--- src/rtl/uart_rx_fifo.sv ---
// ---------------------------------------------------------------------------
// uart_rx_fifo
//
// Receive-side buffer downstream of the UART receiver. Each completed frame
// (byte + parity-error flag) arrives on a one-cycle in_valid strobe and is
// stored in a first-word-fall-through FIFO. The host side drains the FIFO over
// a valid/ready interface. Overflow (frame dropped while full) and a
// saturating parity-error frame count are kept as statistics.
//
// Handshake: the head entry transfers on a rising clk edge where
// out_valid=1 and out_ready=1. out_valid never depends on out_ready, and
// out_ready is ignored while out_valid=0. The input side has no back-pressure:
// in_valid is a strobe, and a frame arriving while full without a
// same-cycle pop is dropped and flagged in overflow.
//
// Optional feature (macro UART_RX_DROP_PERR_EN): when defined, frames with a
// parity error are counted but never stored, never cause overflow, and
// out_perr is tied to 0. The default build (macro undefined) stores them.
//
// Ports:
//   clk, rst         clock, synchronous active-high reset
//   in_valid         frame-done strobe from the receiver
//   in_data/in_perr  received byte and its parity-error flag
//   out_valid/ready  head-entry handshake towards the host
//   out_data/perr    head entry contents (0 while empty)
//   level            number of stored entries, 0..DEPTH
//   full/empty       level==DEPTH / level==0
//   overflow         sticky dropped-frame flag
//   clr_ovf          clears overflow and perr_cnt
//   perr_cnt         saturating count of frames with in_perr=1
// ---------------------------------------------------------------------------
module uart_rx_fifo #(
  parameter int DATA_W = 8,
  parameter int DEPTH  = 16,
  parameter int ADDR_W = 4
) (
  input  logic              clk,
  input  logic              rst,
  input  logic              in_valid,
  input  logic [DATA_W-1:0] in_data,
  input  logic              in_perr,
  output logic              out_valid,
  input  logic              out_ready,
  output logic [DATA_W-1:0] out_data,
  output logic              out_perr,
  output logic [ADDR_W:0]   level,
  output logic              full,
  output logic              empty,
  output logic              overflow,
  input  logic              clr_ovf,
  output logic [7:0]        perr_cnt
);

  localparam logic [ADDR_W:0] DEPTH_L = (ADDR_W+1)'(DEPTH);

  // Storage entry layout: {perr, data}
  logic [DATA_W:0]   mem_q [DEPTH];
  logic [DATA_W:0]   mem_d [DEPTH];
  logic [ADDR_W-1:0] wr_ptr_q, wr_ptr_d;
  logic [ADDR_W-1:0] rd_ptr_q, rd_ptr_d;
  logic [ADDR_W:0]   level_q, level_d;
  logic              overflow_q, overflow_d;
  logic [7:0]        perr_cnt_q, perr_cnt_d;

  logic              drop_perr;
  logic              push_req;
  logic              push;
  logic              pop;
  logic              ovf_evt;
  logic [DATA_W:0]   head;

  // Status is decoded straight from the level register, so there is no
  // combinational path from in_valid to any of these outputs.
  assign level     = level_q;
  assign full      = (level_q == DEPTH_L);
  assign empty     = (level_q == '0);
  assign out_valid = ~empty;
  assign overflow  = overflow_q;
  assign perr_cnt  = perr_cnt_q;

  // Head entry is masked while empty so stale storage contents left over
  // from before a reset are never visible.
  assign head     = empty ? '0 : mem_q[rd_ptr_q];
  assign out_data = head[DATA_W-1:0];

`ifdef UART_RX_DROP_PERR_EN
  assign drop_perr = in_perr;
  assign out_perr  = 1'b0;
`else
  assign drop_perr = 1'b0;
  assign out_perr  = head[DATA_W];
`endif

  assign pop      = out_valid & out_ready;
  assign push_req = in_valid & ~drop_perr;
  // A same-cycle pop frees the slot, so pushing while full is legal then.
  assign push     = push_req & (~full | pop);
  assign ovf_evt  = push_req & full & ~pop;

  always_comb begin
    mem_d      = mem_q;
    wr_ptr_d   = wr_ptr_q;
    rd_ptr_d   = rd_ptr_q;
    level_d    = level_q;
    overflow_d = overflow_q;
    perr_cnt_d = perr_cnt_q;

    if (push) begin
      mem_d[wr_ptr_q] = {in_perr, in_data};
      wr_ptr_d        = wr_ptr_q + ADDR_W'(1);
    end
    if (pop) begin
      rd_ptr_d = rd_ptr_q + ADDR_W'(1);
    end

    if (push && !pop) begin
      level_d = level_q + (ADDR_W+1)'(1);
    end else if (pop && !push) begin
      level_d = level_q - (ADDR_W+1)'(1);
    end

    // Clear is applied first so a same-cycle event wins over it.
    if (clr_ovf) begin
      overflow_d = 1'b0;
      perr_cnt_d = 8'd0;
    end
    if (ovf_evt) begin
      overflow_d = 1'b1;
    end
    if (in_valid && in_perr && (perr_cnt_d != 8'hFF)) begin
      perr_cnt_d = perr_cnt_d + 8'd1;
    end
  end

  always_ff @(posedge clk) begin
    if (rst) begin
      wr_ptr_q   <= '0;
      rd_ptr_q   <= '0;
      level_q    <= '0;
      overflow_q <= 1'b0;
      perr_cnt_q <= 8'd0;
    end else begin
      wr_ptr_q   <= wr_ptr_d;
      rd_ptr_q   <= rd_ptr_d;
      level_q    <= level_d;
      overflow_q <= overflow_d;
      perr_cnt_q <= perr_cnt_d;
    end
  end

  // Storage needs no reset: pointers and level define which entries are live.
  always_ff @(posedge clk) begin
    mem_q <= mem_d;
  end

endmodule
--- config.mk ---
export PLATFORM = sky130hd
export DESIGN_NAME = uart_rx_fifo
export DESIGN_NICKNAME = d
export VERILOG_FILES = /design/src/rtl/uart_rx_fifo.sv
export SDC_FILE = /design/constraint.sdc
export NUM_CORES = 1
export LEC_CHECK = 0
export CAP_MARGIN = 15
export CELL_PAD_IN_SITES_DETAIL_PLACEMENT = 1
export CELL_PAD_IN_SITES_GLOBAL_PLACEMENT = 2
export CORE_MARGIN = 2
export CORE_UTILIZATION = 47
export CTS_BUF_LIST = sky130_fd_sc_hd__clkbuf_4 sky130_fd_sc_hd__clkbuf_8
export CTS_CLUSTER_DIAMETER = 80
export DETAILED_ROUTE_END_ITERATION = 10
export PLACE_DENSITY_LB_ADDON = 0.1
export SETUP_SLACK_MARGIN = 0.3
export SLEW_MARGIN = 20
export SYNTH_ARGS = -nofsm -noshare
export SYNTH_HDL_FRONTEND = slang
export SYNTH_SLANG_ARGS = --single-unit
--- constraint.sdc ---
create_clock -name clk -period 3.4 [get_ports clk]
set_input_delay 0.51 -clock clk [delete_from_list [all_inputs] [get_ports clk]]
set_output_delay 0.51 -clock clk [all_outputs]
set_load 0.01 [all_outputs]
==> summary.txt, run 1 <==
DP Area = 7651 um^2
share of layout cells above drive strength 1 = 0.2787
R2R Path Start = level[0]
Post-synth EDFFs = 144
Mapped Area = 6845 um^2
CP Capture Type = output port
# IOs = 40
fillers = 1324
Starting Density = 0.4764
Die X = 124.7 um
CTS tree = done
Worst VDD drop = 331.3 uV
fin crit period = 3.007 ns
clk_skew = 0.01731 ns
area of the die = 15550 um^2
Post-route DRC = 0
ANT cells = 0
WP data required = 2.89 ns
Slew headroom = 0.4960
CP Launch Point = rd_ptr_q[1]
Clk pwr share = 0.257
Detail Route Antenna Nets = 0
Hold Fails Final Rpt = 0
Final Slew Violations = 0
combinational share of power = 0.297
Reg power frac = 0.446
Final Power = 5.319 mW
Slowest-stage cell, CP = mux4_2
setup violators final = 0
largest net degree at the start of global routing = 25
crit path max fanout = 12
initial DRC count = 197
finished layout cell area = 8210 um^2
Area Growth Syn to Fin = 19.94%
Detailed Routing Iterations Pass 1 = 4
core area = 14370 um^2
Startpoint Class = flop
crit-path cells = buf_12, buf_4, mux4_2, a211oi_2, a211oi_1, clkdlybuf4s50_1
FF+latch count, synth = 166
top_reg_cell synth = edfxtp_1
Clk Tree Root Cell = clkbuf_8
chip height = 124.7 um
MaxCap Viol Count = 0
GRT Util Overall = 0.2073
routed wire length = 15140 um
Bufs on Longest Clock Path = 2
fmax = 0.3326 GHz
# nets final = 500
most common cell after layout, fill and taps aside = edfxtp_1
final worst path period share = 0.8844
routed vias = 3761
GRT Residual Overflow = 0
Final Util = 0.5714
Worst-Skew Late Latency = 0.46 ns
Max H-tree Level = 4
syn nets = 419
status = complete, no violations
Worst path max stage delay = 0.50 ns
post-synth cell types = 46
total negative slack = 0 ns
Routed WL per cell = 22.53 um
first-pass GRT wire length = 24140 um
number of port buffers = 39
Ys Warns = 0
sequential cell area = 4776 um^2
Vias/cell = 5.597
Net Sw Frac = 0.3022
FP Rows = 44
dpl cells = 630
post-synthesis cell count = 394
worst min path class = reg2reg
post-synthesis async set-or-reset flop share = 0
Worst Tran Pin Value = 0.7549 ns
CTS sink cnt = 166
CTS Buf Count = 17
Pleak = 2.798 nW
register clock-pin slew on the reported worst setup and hold paths = 0.08 ns
area of the multi-input gates = 1999 um^2
post-synthesis sequential area ratio = 0.6960
Placer Congestion = 0.7469
antenna violations before repair = 0
RSZ-0062 raised after global routing = yes
most frequent cells in the layout = 144 x edfxtp_1, 42 x buf_4, 39 x nor2_1, 36 x mux4_2, 31 x clkdlybuf4s50_1
crit path kind = reg2out
min-delay src = perr_cnt[3]
Pint = 3.712 mW
# hold bufs at CTS = 0
DP HPWL = 9786 um
post-route insts no fill = 672
pwr dens = 647.8 nW/um^2
Arr. time, crit path = 2.50 ns
vias in the first global route = 4076
Avg Inst Size Synth = 17.37 um^2
sw power = 1.607 mW
-- cells in the mapped netlist, types with 5 or more instances --
| cell type | count | area, um^2 |
|---|---|---|
| a211oi_1 | 19 | 142.6 |
| a21oi_1 | 5 | 25.02 |
| buf_2 | 5 | 25.02 |
| clkbuf_1 | 11 | 41.29 |
| dfxtp_1 | 22 | 440.4 |
| edfxtp_1 | 144 | 4324 |
| ha_1 | 10 | 125.1 |
| inv_1 | 9 | 33.78 |
| mux2i_1 | 15 | 150.1 |
| mux4_2 | 36 | 810.8 |
| nand2_1 | 10 | 37.54 |
| nor2_1 | 39 | 146.4 |
| nor2b_1 | 12 | 75.07 |
| nor3_1 | 6 | 30.03 |
| xor2_1 | 6 | 52.55 |
-- critical path, delay by kind of cell (launching register included) --
kind | cells | cell delay, ns
buffers and inverters | 3 | 0.79
muxes | 1 | 0.50
DFF | 1 | 0.42
AOI/OAI and AO/OA | 2 | 0.33
-- sequential cells by signal (all words and copies together), names as in the netlist --
signal    flops
rd_ptr_q      4
wr_ptr_q      4
perr_cnt      8
level         5
mem_q       144
overflow      1
-- stage by stage --
stage / setup WS [ns] / hold slack [ns]
2_1_floorplan: 0.4338 / 0.5186
3_3_place_gp: 0.5082 / 0.4996
3_5_place_dp: 0.4380 / 0.5166
4_1_cts: 0.2689 / 0.5330
5_1_grt: 0.2833 / 0.5636
6_report: 0.3930 / 0.5273
-- logic make-up after synthesis --
group,after synthesis,synth area share
mux,54,0.1453
xor+xnor,8,0.01024
simple gates,86,0.06306
buf+inv,32,0.02138
fa+ha+maj,11,0.02120
flops,166,0.6960
compound gates,37,0.04277
-- per-layer routing --
metal  global-route usage  wire length [um]  share of wire
met5                    0                 0              0
met4              0.07072               164          0.011
met2               0.3192              7314           0.48
met3              0.03952               458          0.030
met1               0.2995              7201           0.48
-- power groups by stage --
stage	Combinational [mW]	Sequential, mW	Clock [mW]
after detailed placement	1.47	2.42	0
after floorplan	0.902	2.38	0
after CTS	1.56	2.36	1.40
final	1.58	2.37	1.37
after global placement	1.45	2.41	0
after global routing	1.72	2.39	1.48
-- final timing paths --
path	slack, ns	to	cells past startpoint
worst max-delay path	0.39	out_data[2]	6
worst min-delay path	0.53	perr_cnt[3]	2
worst max register to register	0.54	level[4]	10
worst min register to register	0.53	perr_cnt[3]	2
-- what timing repair did --
action	in CTS	in global routing
setup endpoints to repair	9	8
setup buffers	9	0
gates cloned	0	1
pin swaps	1	3
resized for setup	14	12
-- final cells by class --
cell class / count / area share
Sequential cell: 166 / 0.5817
Multi-Input combinational cell: 196 / 0.2435
Timing Repair Buffer: 85 / 0.09631
Clock buffer: 18 / 0.02941
Tap cell: 184 / 0.02804
Clock inverter: 14 / 0.01692
Inverter: 9 / 0.004115
Power figures use the tool's default switching activity.
==> run 2, diff against run 1 <==
CTS_BUF_LIST = sky130_fd_sc_hd__clkbuf_2 sky130_fd_sc_hd__clkbuf_4 sky130_fd_sc_hd__clkbuf_8   (was sky130_fd_sc_hd__clkbuf_4 sky130_fd_sc_hd__clkbuf_8)
==> results of run 2 <==
No change in the layout: final DEF, timing and power equal those of run 1.
